### config.mk
export PLATFORM = sky130hd
export DESIGN_NAME = shift_left_seq
export DESIGN_NICKNAME = d
export VERILOG_FILES = /design/src/rtl/shift_left_seq.sv
export SDC_FILE = /design/constraint.sdc
export NUM_CORES = 1
export LEC_CHECK = 0
export ABC_AREA = 1
export CELL_PAD_IN_SITES_DETAIL_PLACEMENT = 2
export CELL_PAD_IN_SITES_GLOBAL_PLACEMENT = 2
export CORE_ASPECT_RATIO = 0.9
export CORE_UTILIZATION = 24
export DETAILED_ROUTE_END_ITERATION = 10
export PLACE_DENSITY_LB_ADDON = 0.1
export SYNTH_ARGS = -nofsm -noshare
export SYNTH_HDL_FRONTEND = slang
export SYNTH_SLANG_ARGS = --single-unit
### constraint.sdc
create_clock -name clock -period 1.8 [get_ports clock]
set_clock_uncertainty 0.1 [all_clocks]
set_input_delay 0.27 -clock clock [delete_from_list [all_inputs] [get_ports clock]]
set_output_delay 0.27 -clock clock [all_outputs]
set_load 0.02 [all_outputs]
### src/rtl/shift_left_seq.sv
// Multi-cycle logical left shifter: shifts A left by B positions, STEP bits per clock,
// with a start/busy/done handshake. Any shift amount of 32 or more yields zero.
module shift_left_seq #(
    parameter int STEP = 1
) (
    input  logic        clock,
    input  logic        clear,
    input  logic        start,
    input  logic [31:0] A,
    input  logic [31:0] B,
    output logic [31:0] result,
    output logic        busy,
    output logic        done
);

    typedef enum logic [1:0] {
        IDLE  = 2'd0,
        SHIFT = 2'd1,
        DONE  = 2'd2
    } state_t;

    localparam logic [5:0] STEP_AMT = 6'(STEP);

    state_t      state_reg, state_next;
    logic [31:0] work_reg, work_next;
    logic [31:0] result_reg, result_next;
    logic [5:0]  count_reg, count_next;

    logic [5:0]  amount;
    logic [5:0]  step_amt;
    logic [5:0]  remaining;
    logic [31:0] shifted;
    logic        accept;

    generate
        if (STEP < 1 || STEP > 32) begin : g_bad_step
            $error("shift_left_seq: STEP must be in the range 1..32");
        end
    endgenerate

    // Any set bit above bit 4 means the amount is at least 32: saturate rather than wrap.
    assign amount    = (|B[31:5]) ? 6'd32 : {1'b0, B[4:0]};
    assign step_amt  = (count_reg < STEP_AMT) ? count_reg : STEP_AMT;
    assign shifted   = work_reg << step_amt;
    assign remaining = count_reg - step_amt;
    assign accept    = start && (state_reg != SHIFT);

    always_ff @(posedge clock or negedge clear) begin
        if (!clear) begin
            state_reg  <= IDLE;
            work_reg   <= '0;
            result_reg <= '0;
            count_reg  <= '0;
        end else begin
            state_reg  <= state_next;
            work_reg   <= work_next;
            result_reg <= result_next;
            count_reg  <= count_next;
        end
    end

    always_comb begin
        state_next  = state_reg;
        work_next   = work_reg;
        result_next = result_reg;
        count_next  = count_reg;

        case (state_reg)
            IDLE, DONE: begin
                // DONE accepts a new request directly so held-high start runs back-to-back.
                if (accept) begin
                    work_next  = A;
                    count_next = amount;
                    if (amount == 6'd0) begin
                        result_next = A;
                        state_next  = DONE;
                    end else begin
                        state_next  = SHIFT;
                    end
                end else begin
                    state_next = IDLE;
                end
            end
            SHIFT: begin
                work_next  = shifted;
                count_next = remaining;
                if (remaining == 6'd0) begin
                    result_next = shifted;
                    state_next  = DONE;
                end
            end
            default: begin
                state_next = IDLE;
            end
        endcase
    end

    assign result = result_reg;
    assign busy   = (state_reg == SHIFT);
    assign done   = (state_reg == DONE);

endmodule

Word level (Yosys, flattened, before mapping)
Cells that the tools add are included.

operators by class
  $add $sub $neg = 1
  $lt $le $gt $ge = 1
  eq/ne operators = 6
  shift operators = 1
  mux-type cells = 14
  reduce and logical (&&, ||, !) cells = 9

operators with widths
  cell                                                                          count
  32-bit two-way mux                                                            4
  32-bit case mux with 2 select lines                                           2
  32-bit by 6-bit left shift with 32-bit output                                 1
  27-bit OR reduction                                                           1
  6-bit two-way mux                                                             3
  6-bit logical NOT                                                             2
  6-bit case mux with 2 select lines                                            1
  6-bit by 1-bit less-than comparator with 1-bit output, second input constant  1
  2-bit two-way mux                                                             3
  6-bit subtractor                                                              1
  2-bit by 1-bit != test with 1-bit output, second input constant               2
  2-bit != test, second input constant                                          2
  2-bit case mux with 2 select lines                                            1
  4-bit AND reduction                                                           1
  2-bit by 1-bit == test with 1-bit output, second input constant               1
  2-bit == test, second input constant                                          1
  2-bit logical NOT                                                             1
  2-bit AND reduction                                                           1
  2-bit nonzero test                                                            1
  2-bit OR reduction                                                            1
  1-bit logical AND                                                             1

storage, ports and cells
  bits in registers = 72
  output and inout port bits = 34
  logic and storage cells = 36

Depth between registers and ports, before layout
  depth in word-level cells = 6
  mapped depth = 16

Worst setup path before layout
Ideal clock, no wire load.

  path type = reg2reg
  start = register count_reg[2]
  end = register result_reg[0], in the netlist result[0]
  library setup time = 117 ps
  data arrival time = 1746 ps
  data required time = 1583 ps
  path slack = -163 ps
  stages on the path, launching flop included = 17
  cells stage by stage = dfrtp_1 nor2_4 nand3_2 nand2_1 ha_1 nor2_1 nand2_1 nand2_1 nor2_1 nand2_1 nand2_1 nand2_2 nor2_8 nand2_4 buf_4 nand2_1 nand2_1

between the ends
  word-level cells in the longest chain between the ends = 6
  elaborated cells on any way between the ends = 9

ends and longest elaborated chain
  item                                                   RTL line  source
  from (decl)                                            27        logic [5:0] count_reg, count_next;
  from (signal assigned)                                 58        count_reg <= count_next;
  6-bit by 1-bit less-than comparator with 1-bit output  43        assign step_amt = (count_reg < STEP_AMT) ? count_reg : STEP_AMT;
  6-bit two-way mux                                      43
  6-bit subtractor                                       45        assign remaining = count_reg - step_amt;
  6-bit logical NOT                                      87        if (remaining == 6'd0) begin
  2-bit by 1-bit != test with 1-bit output (no line)     -
  4-bit AND reduction (no line)                          -
  to (signal assigned)                                   57        result_reg <= result_next;
  to (decl)                                              26        logic [31:0] result_reg, result_next;

Parallel ways exist; a longest one is shown, timed or not. The select of a mux whose other input is x is not followed.
A chain may end at the register's enable or synchronous reset.

Worst setup path after layout
  start = register count_reg[3]
  end = register result_reg[7], in the netlist result[7]

Same word-level chain as after synthesis.

==> impl_metrics.json <==
{
  "critPathCaptureType": "flop",
  "r2r_slack_ps": -280,
  "synth_edf_count": 0,
  "grt_pass1_wl_mm": 20.7,
  "drtAntennaViolNets": 0,
  "p_leak_nw": 2.64,
  "hold_viol": 0,
  "start_kind": "flop",
  "synth_ff_type": "dfrtp_1",
  "cts_root_buf": "clkbuf_16",
  "dpl-instance-area_um2": 5240,
  "synth_seq_cells": 72,
  "finalCritPeriodShare_pct": 116,
  "hpwl_mm": 8.76,
  "drtIter0Drc": 124,
  "yosys.area.top_type": "dfrtp_1",
  "ys_top_cells_by_area": "dfrtp_1, nand2_1, o21ai_0",
  "io_buffers": 100,
  "clk_path_buf_depth": 2,
  "die-width_um": 134,
  "cts_tree": "yes",
  "setup_ws_ps": -285,
  "drc": 0,
  "syn_to_final_growth_pct": 49.2,
  "worstSetupPathType": "reg2reg",
  "cp.arrival_ps": 2210,
  "synth_common_cells": "nand2_1, o21ai_0, dfrtp_1, inv_1, nand3_1",
  "overflow": 0,
  "fmax_ghz": 0.480,
  "setup_viol": 36,
  "grtUsageTotal_pct": 16.3,
  "vdd.ir_drop.worst_mv": 0.595,
  "grt_max_degree": 38,
  "period_needed_ps": 2080,
  "start_util_pct": 24.5,
  "synth.avg_cell_area_um2": 7.37,
  "core_um2": 15400,
  "cp.required_ps": 1920,
  "num_vias": 3774,
  "drt_first_pass_iters": 4,
  "drv_cap": 0,
  "finalNetCount": 699,
  "violations": "negative setup slack",
  "finalNonFillerCells": 838,
  "wire_per_inst_um": 14.6,
  "syn-num-nets": 580,
  "setup_tns_ps": -8900,
  "ys_seq_area_share_pct": 47.7,
  "cp_max_fo": 21,
  "viasPerCell": 4.50,
  "totalWireLength_mm": 12.3,
  "drive_above_1_share_pct": 12.9,
  "syn_area_um2": 3770,
  "synth_top_cell_area_share_pct": 47.7,
  "path_clk_slew_ps": 60,
  "diodes": 0,
  "gp_congestion": 0.774,
  "syn_inst": 512,
  "pwr_density_cell_nw_per_um2": 671,
  "core.rowCount": 43,
  "die_h_um": 121,
  "regArea_um2": 1800,
  "cts_max_level": 3,
  "placed_cells": 820,
  "synth_most_common_cell": "nand2_1",
  "grt_setup_unrepaired": "yes",
  "final_cell_area_um2": 5630,
  "min_path_type": "in2async",
  "clock_sinks": 72,
  "final-max-slew-violation-count": 0,
  "worstMarginPinSlew_ps": 461,
  "grt_pass1_vias": 4267,
  "cts_buffers": 9,
  "grt_antenna_before_repair": 0,
  "ys_types": 29,
  "ys_warn_count": 0,
  "clk_latency_ps": 340,
  "synthArstFlopShare_pct": 100,
  "multi_input_area_um2": 1720,
  "relSlewSlack_pct": 69.3,
  "die_area_um2": 16200,
  "nFillCells": 1803,
  "num_io_pins": 101,
  "status": "finished with violations"
}
## cell usage in the layout (no fill, tap or decap), drive strengths merged, types with 3 or more instances in the layout
master / synthesis / final
nand2: 193 / 193
clkdlybuf4s50: 0 / 97
o21ai: 94 / 94
dfrtp: 72 / 72
inv: 42 / 42
nand3: 41 / 41
buf: 18 / 38
nor2: 24 / 24
clkbuf: 12 / 13
o211ai: 3 / 3
a21oi: 3 / 3
clkinv: 1 / 3
## worst paths after layout
| path | start | to | depth (start not counted) |
|---|---|---|---|
| hold / removal | clear | result[25] | 2 |
| max in group asynchronous | clear | work_reg[18] | 3 |
| setup / recovery | count_reg[3] | result[7] | 16 |
| setup reg to reg | count_reg[3] | result[7] | 16 |
| hold reg to reg | result[28] | result[28] | 2 |
| min in group clock | result[28] | result[28] | 2 |
## logic make-up after synthesis
family	after synthesis	share of synthesized area, %
AOI/OAI and AO/OA	103	14.4
buffers and inverters	73	8.22
and+or+nand+nor	263	29.3
adders and majority gates	1	0.331
DFF	72	47.7
## cell type report
class                           count  share of cell area (%)
Sequential cell                    72                    32.0
Multi-Input combinational cell    367                    30.6
Timing Repair Buffer              138                    24.2
Clock buffer                       13                    4.98
Tap cell                          202                    4.49
Inverter                           43                    2.87
Clock inverter                      3                   0.844
## timing repair
| item | CTS | global route |
|---|---|---|
| setup endpoints to repair | 48 | 60 |
| hold endpoints to repair | 27 | 0 |
| pin swaps | 1 | 0 |
| hold buffers | 1 | 0 |
| cloned | 0 | 0 |
| buffers inserted | 1 | 1 |
| gates resized for setup | 10 | 26 |
## routing by layer
metal	global-route usage, %	vias up	wire, µm
met5	0	-	0
met4	3.16	0	70
met3	3.88	6	458
met2	28.7	70	6020
met1	20.2	1820	5710
li1	-	1878	-
## per-stage QoR
step                      hold WS [ps]  power, W  util (%)  worst slack, ps
final                              328   0.00378      36.6             -285
after global routing               345   0.00393      36.6             -458
after CTS                          329   0.00387      36.3             -367
after detailed placement           158   0.00186      34.1             -355
after global placement             156   0.00186      34.1             -332
after floorplan                   -126   0.00166         -             -120
## worst max-delay path, stage by stage, from the launching register on
cell and delay (ps):
dfrtp_1 420, nor2_4 140, nand3_2 90, nand2_2 100, ha_4 150, nor2_4 40
nand2_2 50, nand2_2 60, nor2_2 90, nand2_1 60, nand2_1 70, nand2_2 90
nor2_8 140, nand2_4 90, buf_12 160, nand2_1 60, nand2_1 50
## report_power, final
part	switching (W)	internal, W	leakage, nW
registers	0	0.00162	0.996
logic	0.0000646	0.000142	1.48
clock network	0.000724	0.00123	0.162
total	0.000789	0.00299	2.64
Note: power is estimated with default switching activity, not from simulation.
